`src/rtl/uart_pkg.sv`:
```
// Shared UART definitions: FSM state encoding, default link parameters and
// a width helper used by the TX (and later RX) paths.
package uart_pkg;

  localparam int DEFAULT_CLKS_PER_BIT = 868;
  localparam int DEFAULT_DATA_WIDTH   = 8;

  typedef enum logic [2:0] {
    ST_IDLE   = 3'd0,
    ST_START  = 3'd1,
    ST_DATA   = 3'd2,
    ST_PARITY = 3'd3,
    ST_STOP   = 3'd4,
    ST_DONE   = 3'd5
  } uart_state_e;

  // Index width for a counter over n items, never narrower than one bit.
  function automatic int idx_width(input int n);
    return (n > 1) ? $clog2(n) : 1;
  endfunction

endpackage

```
`src/rtl/uart_baud_cnt.sv`:
```
// Bit-period counter: runs 0..CLKS_PER_BIT-1 and flags the terminal count.
module uart_baud_cnt
  import uart_pkg::*;
#(
  parameter int CLKS_PER_BIT = DEFAULT_CLKS_PER_BIT
) (
  input  logic clk,
  input  logic rst_n,
  input  logic clr,
  output logic tc
);

  localparam int CW = $clog2(CLKS_PER_BIT);
  localparam logic [CW-1:0] TERM = CW'(CLKS_PER_BIT - 1);

  logic [CW-1:0] cnt_reg;

  always_ff @(posedge clk) begin
    if (!rst_n || clr) begin
      cnt_reg <= '0;
    end else if (cnt_reg == TERM) begin
      cnt_reg <= '0;
    end else begin
      cnt_reg <= cnt_reg + 1'b1;
    end
  end

  assign tc = (cnt_reg == TERM);

endmodule

```
`src/rtl/uart_tx_serializer.sv`:
```
// UART transmitter: start bit, LSB-first data, optional parity, stop bit(s),
// then a one-cycle done pulse back to the FIFO-draining controller.
module uart_tx_serializer
  import uart_pkg::*;
#(
  parameter int CLKS_PER_BIT    = DEFAULT_CLKS_PER_BIT,
  parameter int UART_DATA_WIDTH = DEFAULT_DATA_WIDTH,
  parameter int PARITY_EN       = 0,
  parameter int PARITY_ODD      = 0,
  parameter int STOP_BITS       = 1
) (
  input  logic                       clk,
  input  logic                       rst_n,
  input  logic                       uart_dv,
  input  logic [UART_DATA_WIDTH-1:0] uart_data,
  output logic                       uart_tx,
  output logic                       uart_tx_active,
  output logic                       uart_tx_done
);

  if (CLKS_PER_BIT < 2 || UART_DATA_WIDTH < 5 || UART_DATA_WIDTH > 9 ||
      (PARITY_EN != 0 && PARITY_EN != 1) || (PARITY_ODD != 0 && PARITY_ODD != 1) ||
      (STOP_BITS != 1 && STOP_BITS != 2)) begin : g_param_check
    $error("uart_tx_serializer: illegal parameter combination");
  end

  localparam int IW = idx_width(UART_DATA_WIDTH);
  localparam logic [IW-1:0] LAST_IDX  = IW'(UART_DATA_WIDTH - 1);
  localparam logic          LAST_STOP = 1'(STOP_BITS - 1);
  localparam logic          ODD_FLIP  = (PARITY_ODD != 0);

  uart_state_e                state_reg;
  logic [UART_DATA_WIDTH-1:0] shift_reg;
  logic [IW-1:0]              bit_idx_reg;
  logic                       stop_idx_reg;
  logic                       parity_reg;
  logic                       tx_reg;
  logic                       active_reg;
  logic                       done_reg;
  logic                       baud_clr;
  logic                       baud_tc;

  // The bit timer only runs while a line bit is being held.
  assign baud_clr = (state_reg == ST_IDLE) || (state_reg == ST_DONE);

  uart_baud_cnt #(
    .CLKS_PER_BIT(CLKS_PER_BIT)
  ) u_baud_cnt (
    .clk  (clk),
    .rst_n(rst_n),
    .clr  (baud_clr),
    .tc   (baud_tc)
  );

  always_ff @(posedge clk) begin
    if (!rst_n) begin
      state_reg    <= ST_IDLE;
      shift_reg    <= '0;
      bit_idx_reg  <= '0;
      stop_idx_reg <= 1'b0;
      parity_reg   <= 1'b0;
      tx_reg       <= 1'b1;
      active_reg   <= 1'b0;
      done_reg     <= 1'b0;
    end else begin
      done_reg <= 1'b0;
      case (state_reg)
        ST_IDLE: begin
          tx_reg <= 1'b1;
          if (uart_dv) begin
            shift_reg    <= uart_data;
            parity_reg   <= (^uart_data) ^ ODD_FLIP;
            bit_idx_reg  <= '0;
            stop_idx_reg <= 1'b0;
            tx_reg       <= 1'b0;
            active_reg   <= 1'b1;
            state_reg    <= ST_START;
          end
        end
        ST_START: begin
          if (baud_tc) begin
            tx_reg      <= shift_reg[0];
            shift_reg   <= shift_reg >> 1;
            bit_idx_reg <= '0;
            state_reg   <= ST_DATA;
          end
        end
        ST_DATA: begin
          if (baud_tc) begin
            if (bit_idx_reg == LAST_IDX) begin
              if (PARITY_EN != 0) begin
                tx_reg    <= parity_reg;
                state_reg <= ST_PARITY;
              end else begin
                tx_reg    <= 1'b1;
                state_reg <= ST_STOP;
              end
            end else begin
              tx_reg      <= shift_reg[0];
              shift_reg   <= shift_reg >> 1;
              bit_idx_reg <= bit_idx_reg + 1'b1;
            end
          end
        end
        ST_PARITY: begin
          if (baud_tc) begin
            tx_reg    <= 1'b1;
            state_reg <= ST_STOP;
          end
        end
        ST_STOP: begin
          if (baud_tc) begin
            if (stop_idx_reg == LAST_STOP) begin
              active_reg <= 1'b0;
              done_reg   <= 1'b1;
              state_reg  <= ST_DONE;
            end else begin
              stop_idx_reg <= stop_idx_reg + 1'b1;
            end
          end
        end
        ST_DONE: begin
          state_reg <= ST_IDLE;
        end
        default: begin
          tx_reg     <= 1'b1;
          active_reg <= 1'b0;
          state_reg  <= ST_IDLE;
        end
      endcase
    end
  end

  assign uart_tx        = tx_reg;
  assign uart_tx_active = active_reg;
  assign uart_tx_done   = done_reg;

endmodule

```
`config.mk`:
```
export PLATFORM = sky130hd
export DESIGN_NAME = uart_tx_serializer
export DESIGN_NICKNAME = d
export VERILOG_FILES = /design/src/rtl/uart_pkg.sv /design/src/rtl/uart_baud_cnt.sv /design/src/rtl/uart_tx_serializer.sv
export SDC_FILE = /design/constraint.sdc
export NUM_CORES = 1
export LEC_CHECK = 0
export BUFFER_PORTS_ARGS = -buffer_cell sky130_fd_sc_hd__buf_2
export CORE_ASPECT_RATIO = 0.75
export CORE_UTILIZATION = 30
export CTS_BUF_LIST = sky130_fd_sc_hd__clkbuf_4
export CTS_CLUSTER_DIAMETER = 60
export DETAILED_ROUTE_END_ITERATION = 16
export GPL_ROUTABILITY_DRIVEN = 1
export SLEW_MARGIN = 5
export SYNTH_ARGS = -nofsm -noshare
export SYNTH_HDL_FRONTEND = slang
export SYNTH_HIERARCHICAL = 1
export SYNTH_SLANG_ARGS = --single-unit
export TNS_END_PERCENT = 20
```
`constraint.sdc`:
```
create_clock -name clk -period 4.8 [get_ports clk]
set_input_delay 0.24 -clock clk [delete_from_list [all_inputs] [get_ports clk]]
set_output_delay 0.24 -clock clk [all_outputs]
set_load 0.02 [all_outputs]
```
# [Word-level counts from Yosys, hierarchy flattened]
# Index checks and enable logic that the tools add are counted.
[totals] regBits=28 input_bits=11 output_inout_bits=3 elab_cells=76
[classes] n_addsub=3 n_eq_ne=15 mux=33 n_bitwise=2 reduce_logical=15
[ops] op="$mux 3" n=11
[ops] op="$mux 8" n=4
[ops] op="$pmux 8 s3" n=1
[ops] op="$ne 2x2->1 const B" n=8
[ops] op="$pmux 3 s5" n=1
[ops] op="$mux 1" n=12
[ops] op="$add 10x1->10 const B" n=1
[ops] op="$eq 10x10->1 const B" n=1
[ops] op="$eq 3x3->1 const B" n=3
[ops] op="$pmux 3 s3" n=1
[ops] op="$reduce_and 4->1" n=2
[ops] op="$reduce_and 7->1" n=1
[ops] op="$eq 3x2->1 const B" n=2
[ops] op="$reduce_and 3->1" n=2
[ops] op="$pmux 1 s5" n=1
[ops] op="$reduce_and 5->1" n=1
[ops] op="$reduce_or 2->1" n=2
[ops] op="$reduce_or 4->1" n=1
[ops] op="$add 3x1->3 const B" n=1
[ops] op="$eq 3x1->1 const B" n=1
[ops] op="$logic_not 3->1" n=1
[ops] op="$pmux 1 s3" n=1
[ops] op="$reduce_bool 3->1" n=1
[ops] op="$logic_or 1x1->1" n=2
[ops] op="5 further kinds" n=6

# [Logic depth before layout (Yosys ltp)]
[depth] depth_word=4 depth_mapped=8 mapped_depth_nobuf=7

# [By module]
# Netlist, hierarchy kept.
[modules_own_cells] mod="uart_tx_serializer" n_inst=1 cells_each=95 area_per_inst_um2=888.4 seq_area_each_um2=340.3
[modules_own_cells] mod="uart_baud_cnt" n_inst=1 cells_each=51 area_per_inst_um2=465.4 seq_area_each_um2=200.2

# [Worst setup path before layout]
# OpenSTA, ideal clock, no wires.
[synth_path] path_type="register to register" startpoint="register u_baud_cnt.cnt_reg[0]" endpoint="register bit_idx_reg[1]" setup_ns=0.066 t_arrival_ns=2.141 required_ns=4.734 path_slack_ns=2.593 stages_incl_launch_ff=9 n_path_buf=1 period_less_slack_ns=2.207 cell_sequence="dfxtp_1 ha_1 nand4bb_1 nor3_1 mux2i_1 o32ai_2 buf_6 nand3_1 a21boi_2"
[synth_via] elab_chain_len=3 elab_cells_between_ends=4 classes_between="3 x eq/ne; 1 x reduce/logical"
[synth_rtl] item="start, declared" line="uart_baud_cnt.sv:16" text="logic [CW-1:0] cnt_reg;"
[synth_rtl] item="start signal, assigned" line="uart_baud_cnt.sv:24" text="cnt_reg <= cnt_reg + 1'b1;"
[synth_rtl] item="$eq 10x10->1 *" line="uart_baud_cnt.sv:28" text="assign tc = (cnt_reg == TERM);"
[synth_rtl] item="net baud_tc" line="uart_tx_serializer.sv:41" text="logic baud_tc;"
[synth_rtl] item="$ne 2x2->1 (no line)"
[synth_rtl] item="$reduce_and 5->1 (no line) *"
[synth_rtl] item="end signal, assigned" line="uart_tx_serializer.sv:101" text="bit_idx_reg <= bit_idx_reg + 1'b1;"
[synth_rtl] item="end, declared" line="uart_tx_serializer.sv:34" text="logic [IW-1:0] bit_idx_reg;"
# Mark *: on every way through the listed nets, which the timed path passes. The rest lies on a longest branch.
# A chain may end at the register's enable or synchronous reset.

# [Final worst setup path]
[layout_path] startpoint="register u_baud_cnt.cnt_reg[0]" endpoint="register bit_idx_reg[2]"
# Same word-level chain as after synthesis.

==> summary.md <==
| Metric | Value |
|---|---|
| Run status | `completed` |
| Final Slew Violations | `0` |
| Largest net degree at the start of global routing | `22` |
| Fin nets | `172` |
| Number of flops mapped to enable cells by yosys | `0` |
| R2r setup slk | `1640 ps` |
| Clk sink count | `27` |
| RSZ-0062 raised after global routing | `false` |
| DRT Wirelength | `2264 µm` |
| Setup Crit Path Kind | `register to register` |
| Diode count | `0` |
| Std-Cell Rows | `20` |
| # setup viols final | `0` |
| Placer Congestion | `0.6721` |
| Detailed Place HPWL | `1626 µm` |
| Initial antenna violation count | `0` |
| Most frequent cell after synthesis | `dfxtp_1` |
| Worst EP required | `5080 ps` |
| Post-Synthesis Cells | `146` |
| Final Cycle Share | `65.94%` |
| Reg-to-Reg End | `bit_idx_reg[2]` |
| Worst path max stage delay | `990 ps` |
| Share of layout cells above drive strength 1 | `19.11%` |
| Post-CTS Resized | `0` |
| Syn Area/Cell | `9.273 µm²` |
| Crit path time final | `3165 ps` |
| Clock skew | `2.418 ps` |
| Yosys reg bits | `27` |
| Power density over the cells | `261.4 mW/mm²` |
| Skew-Pair Late Insertion Delay | `320 ps` |
| Tightest Pin Transition | `1187 ps` |
| Postcts setup bufs | `0` |
| IO Pins | `14` |
| Drt first pass iters | `4` |
| Largest delay share family, worst path | `compound AO/OA/AOI/OAI gates` |
| Clk root buf | `clkbuf_4` |
| Peak VDD IR | `0.0001060 V` |
| Final instance area | `0.001479 mm²` |
| Synth top cells by count | `27 x dfxtp_1, 14 x a21oi_1, 12 x nor2_1` |
| Warnings, synthesis | `6` |
| R2r worst-path depth | `7` |
| Routed WL per cell | `10.68 µm` |
| Global-route wire length before repair | `3933 µm` |
| Worst setup EP type | `register` |
| CTS max path bufs | `2` |
| Hold_buf cts | `0` |
| Setup TNS Final | `0 ps` |
| Slew HR | `20.84%` |
| CTS buffer count | `3` |
| Post-synth net total | `160` |
| GRT overflow | `0` |
| Initial DRC Count | `33` |
| CTS tree | `done` |
| Core area | `0.004179 mm²` |
| # H-tree levels | `1` |
| Worst hold start | `uart_data[7]` |
| Max Fanout on Critical Path | `21` |
| Vias per cell | `4.708` |
| Vias in the first global route | `910` |
| Setup crit start kind | `register` |
| Synthesized cell area | `0.001354 mm²` |
| Max cap viols | `0` |
| Initial Util | `32.40%` |
| Buffer and inverter count on the worst path | `0` |
| Max reg flops | `10` |
| CTS clk-pin slew, worst paths | `150 ps` |
| Die area | `0.004788 mm²` |
| Post-synth top area cell | `dfxtp_1` |
| Seq/Total Area, Yosys | `39.93%` |
| Synth cell types | `45` |
| # port buffers | `13` |
| Primary FF master, synth | `dfxtp_1` |
| Chip height | `60.18 µm` |
| Post-synth top area share | `39.93%` |
| Hold depth | `3` |
| Post-DP Area | `0.001449 mm²` |
| Fmax | `0.3160 GHz` |
| Min-delay worst type | `input port to register` |
| Final antenna-violating net count | `0` |
| Synth-to-Final Area Change | `9.242%` |
| Die span in x | `79.57 µm` |
| Gr usage total | `10.69%` |
| Hold Fails Final Rpt | `0` |
| Reg2reg start | `u_baud_cnt/cnt_reg[0]` |
| Synth async-reset ratio | `0%` |
| WHS Endpoint | `shift_reg[7]` |
| Ranking of synthesized cells by area | `dfxtp_1 40%, mux2i_1 5.9%, a21oi_1 5.2%` |
| Critical-path cell list | `ha_1, nand4bb_1, nor3_1, mux2i_1, o32ai_2, nand3_1, a21boi_2` |
| Vias | `998` |
| Arrival time worst endpoint | `3440 ps` |
| Pleak | `0.5242 nW` |
| Slowest cell on the critical path | `o32ai_2` |
| Drt drc | `0` |
## area by class of cell
class	count	area [µm²]
fill	416	2700
multi-input combinational	110	763.2
tap	55	68.82
timing repair buffer	13	65.06
clock buffer	3	22.52
sequential	27	540.5
clock inverter	1	7.507
inverter	3	11.26
## how the worst max path moves through the flow
stage | startpoint | cells past startpoint | to | slack, ps
final | u_baud_cnt/cnt_reg[0] | 7 | bit_idx_reg[2] | 1640
after global routing | u_baud_cnt/cnt_reg[0] | 7 | bit_idx_reg[2] | 1270
after CTS | u_baud_cnt/cnt_reg[0] | 7 | bit_idx_reg[2] | 1660
after detailed placement | u_baud_cnt/cnt_reg[0] | 7 | bit_idx_reg[2] | 1680
after global placement | u_baud_cnt/cnt_reg[0] | 7 | bit_idx_reg[1] | 1790
after floorplan | u_baud_cnt/cnt_reg[0] | 8 | bit_idx_reg[1] | 2590
## stage by stage
stage | utilization, % | worst slack (ps) | instances | hold slack, ps | total power, mW
2_1_floorplan | - | 2593 | 146 | 363.5 | 0.2815
4_1_cts | 35.39 | 1657 | 212 | 163.1 | 0.3925
6_report | 35.39 | 1635 | 212 | 178.8 | 0.3866
3_3_place_gp | 34.67 | 1788 | 208 | 459.7 | 0.2915
3_5_place_dp | 34.67 | 1682 | 208 | 474.5 | 0.2914
5_1_grt | 35.39 | 1266 | 212 | 147.4 | 0.4097
## layer usage
layer / up-vias / track usage (%) / share of wire [%] / wire length (µm)
met1: 434 / 14.13 / 57 / 1298
met2: 9 / 16.12 / 38 / 866
met4: 0 / 2.338 / 0.57 / 13
li1: 553 / - / - / -
met3: 2 / 4.580 / 3.8 / 85
met5: - / 0 / 0 / 0
## cells in the final DEF, fill, tap and decap left out, types with 2 or more instances in the layout
cell type	instances
nand2_1	5
nand2b_1	7
o21a_1	2
nor2b_1	3
buf_2	13
xor2_1	2
inv_1	3
a21oi_1	14
clkbuf_4	3
o21ai_1	8
nor3_1	2
xnor2_1	3
a21boi_2	3
o21ai_0	5
nand3_1	5
ha_1	3
nor2_1	12
mux2i_1	8
dfxtp_1	27
nor3b_1	3
or3_1	3
## cells by family after synthesis
logic type	after synthesis	synth area share (%)
and+or+nand+nor	52	22.83
AOI/OAI and AO/OA	41	20.80
DFF	27	39.93
buffers and inverters	9	3.696
muxes	9	6.747
xor gates and xnor gates	5	3.235
adders and majority gates	3	2.773
## worst min-delay path, stage by stage
cell      delay (ps)
buf_2            100
nand3b_2          80
a21boi_2          50
## where the power goes
group          total [mW]  internal, mW  switching [mW]
logic              0.0455        0.0217          0.0237
clock network       0.100        0.0319          0.0683
registers           0.241         0.233         0.00759
total               0.387         0.287          0.0996
Power figures use the tool's default switching activity.
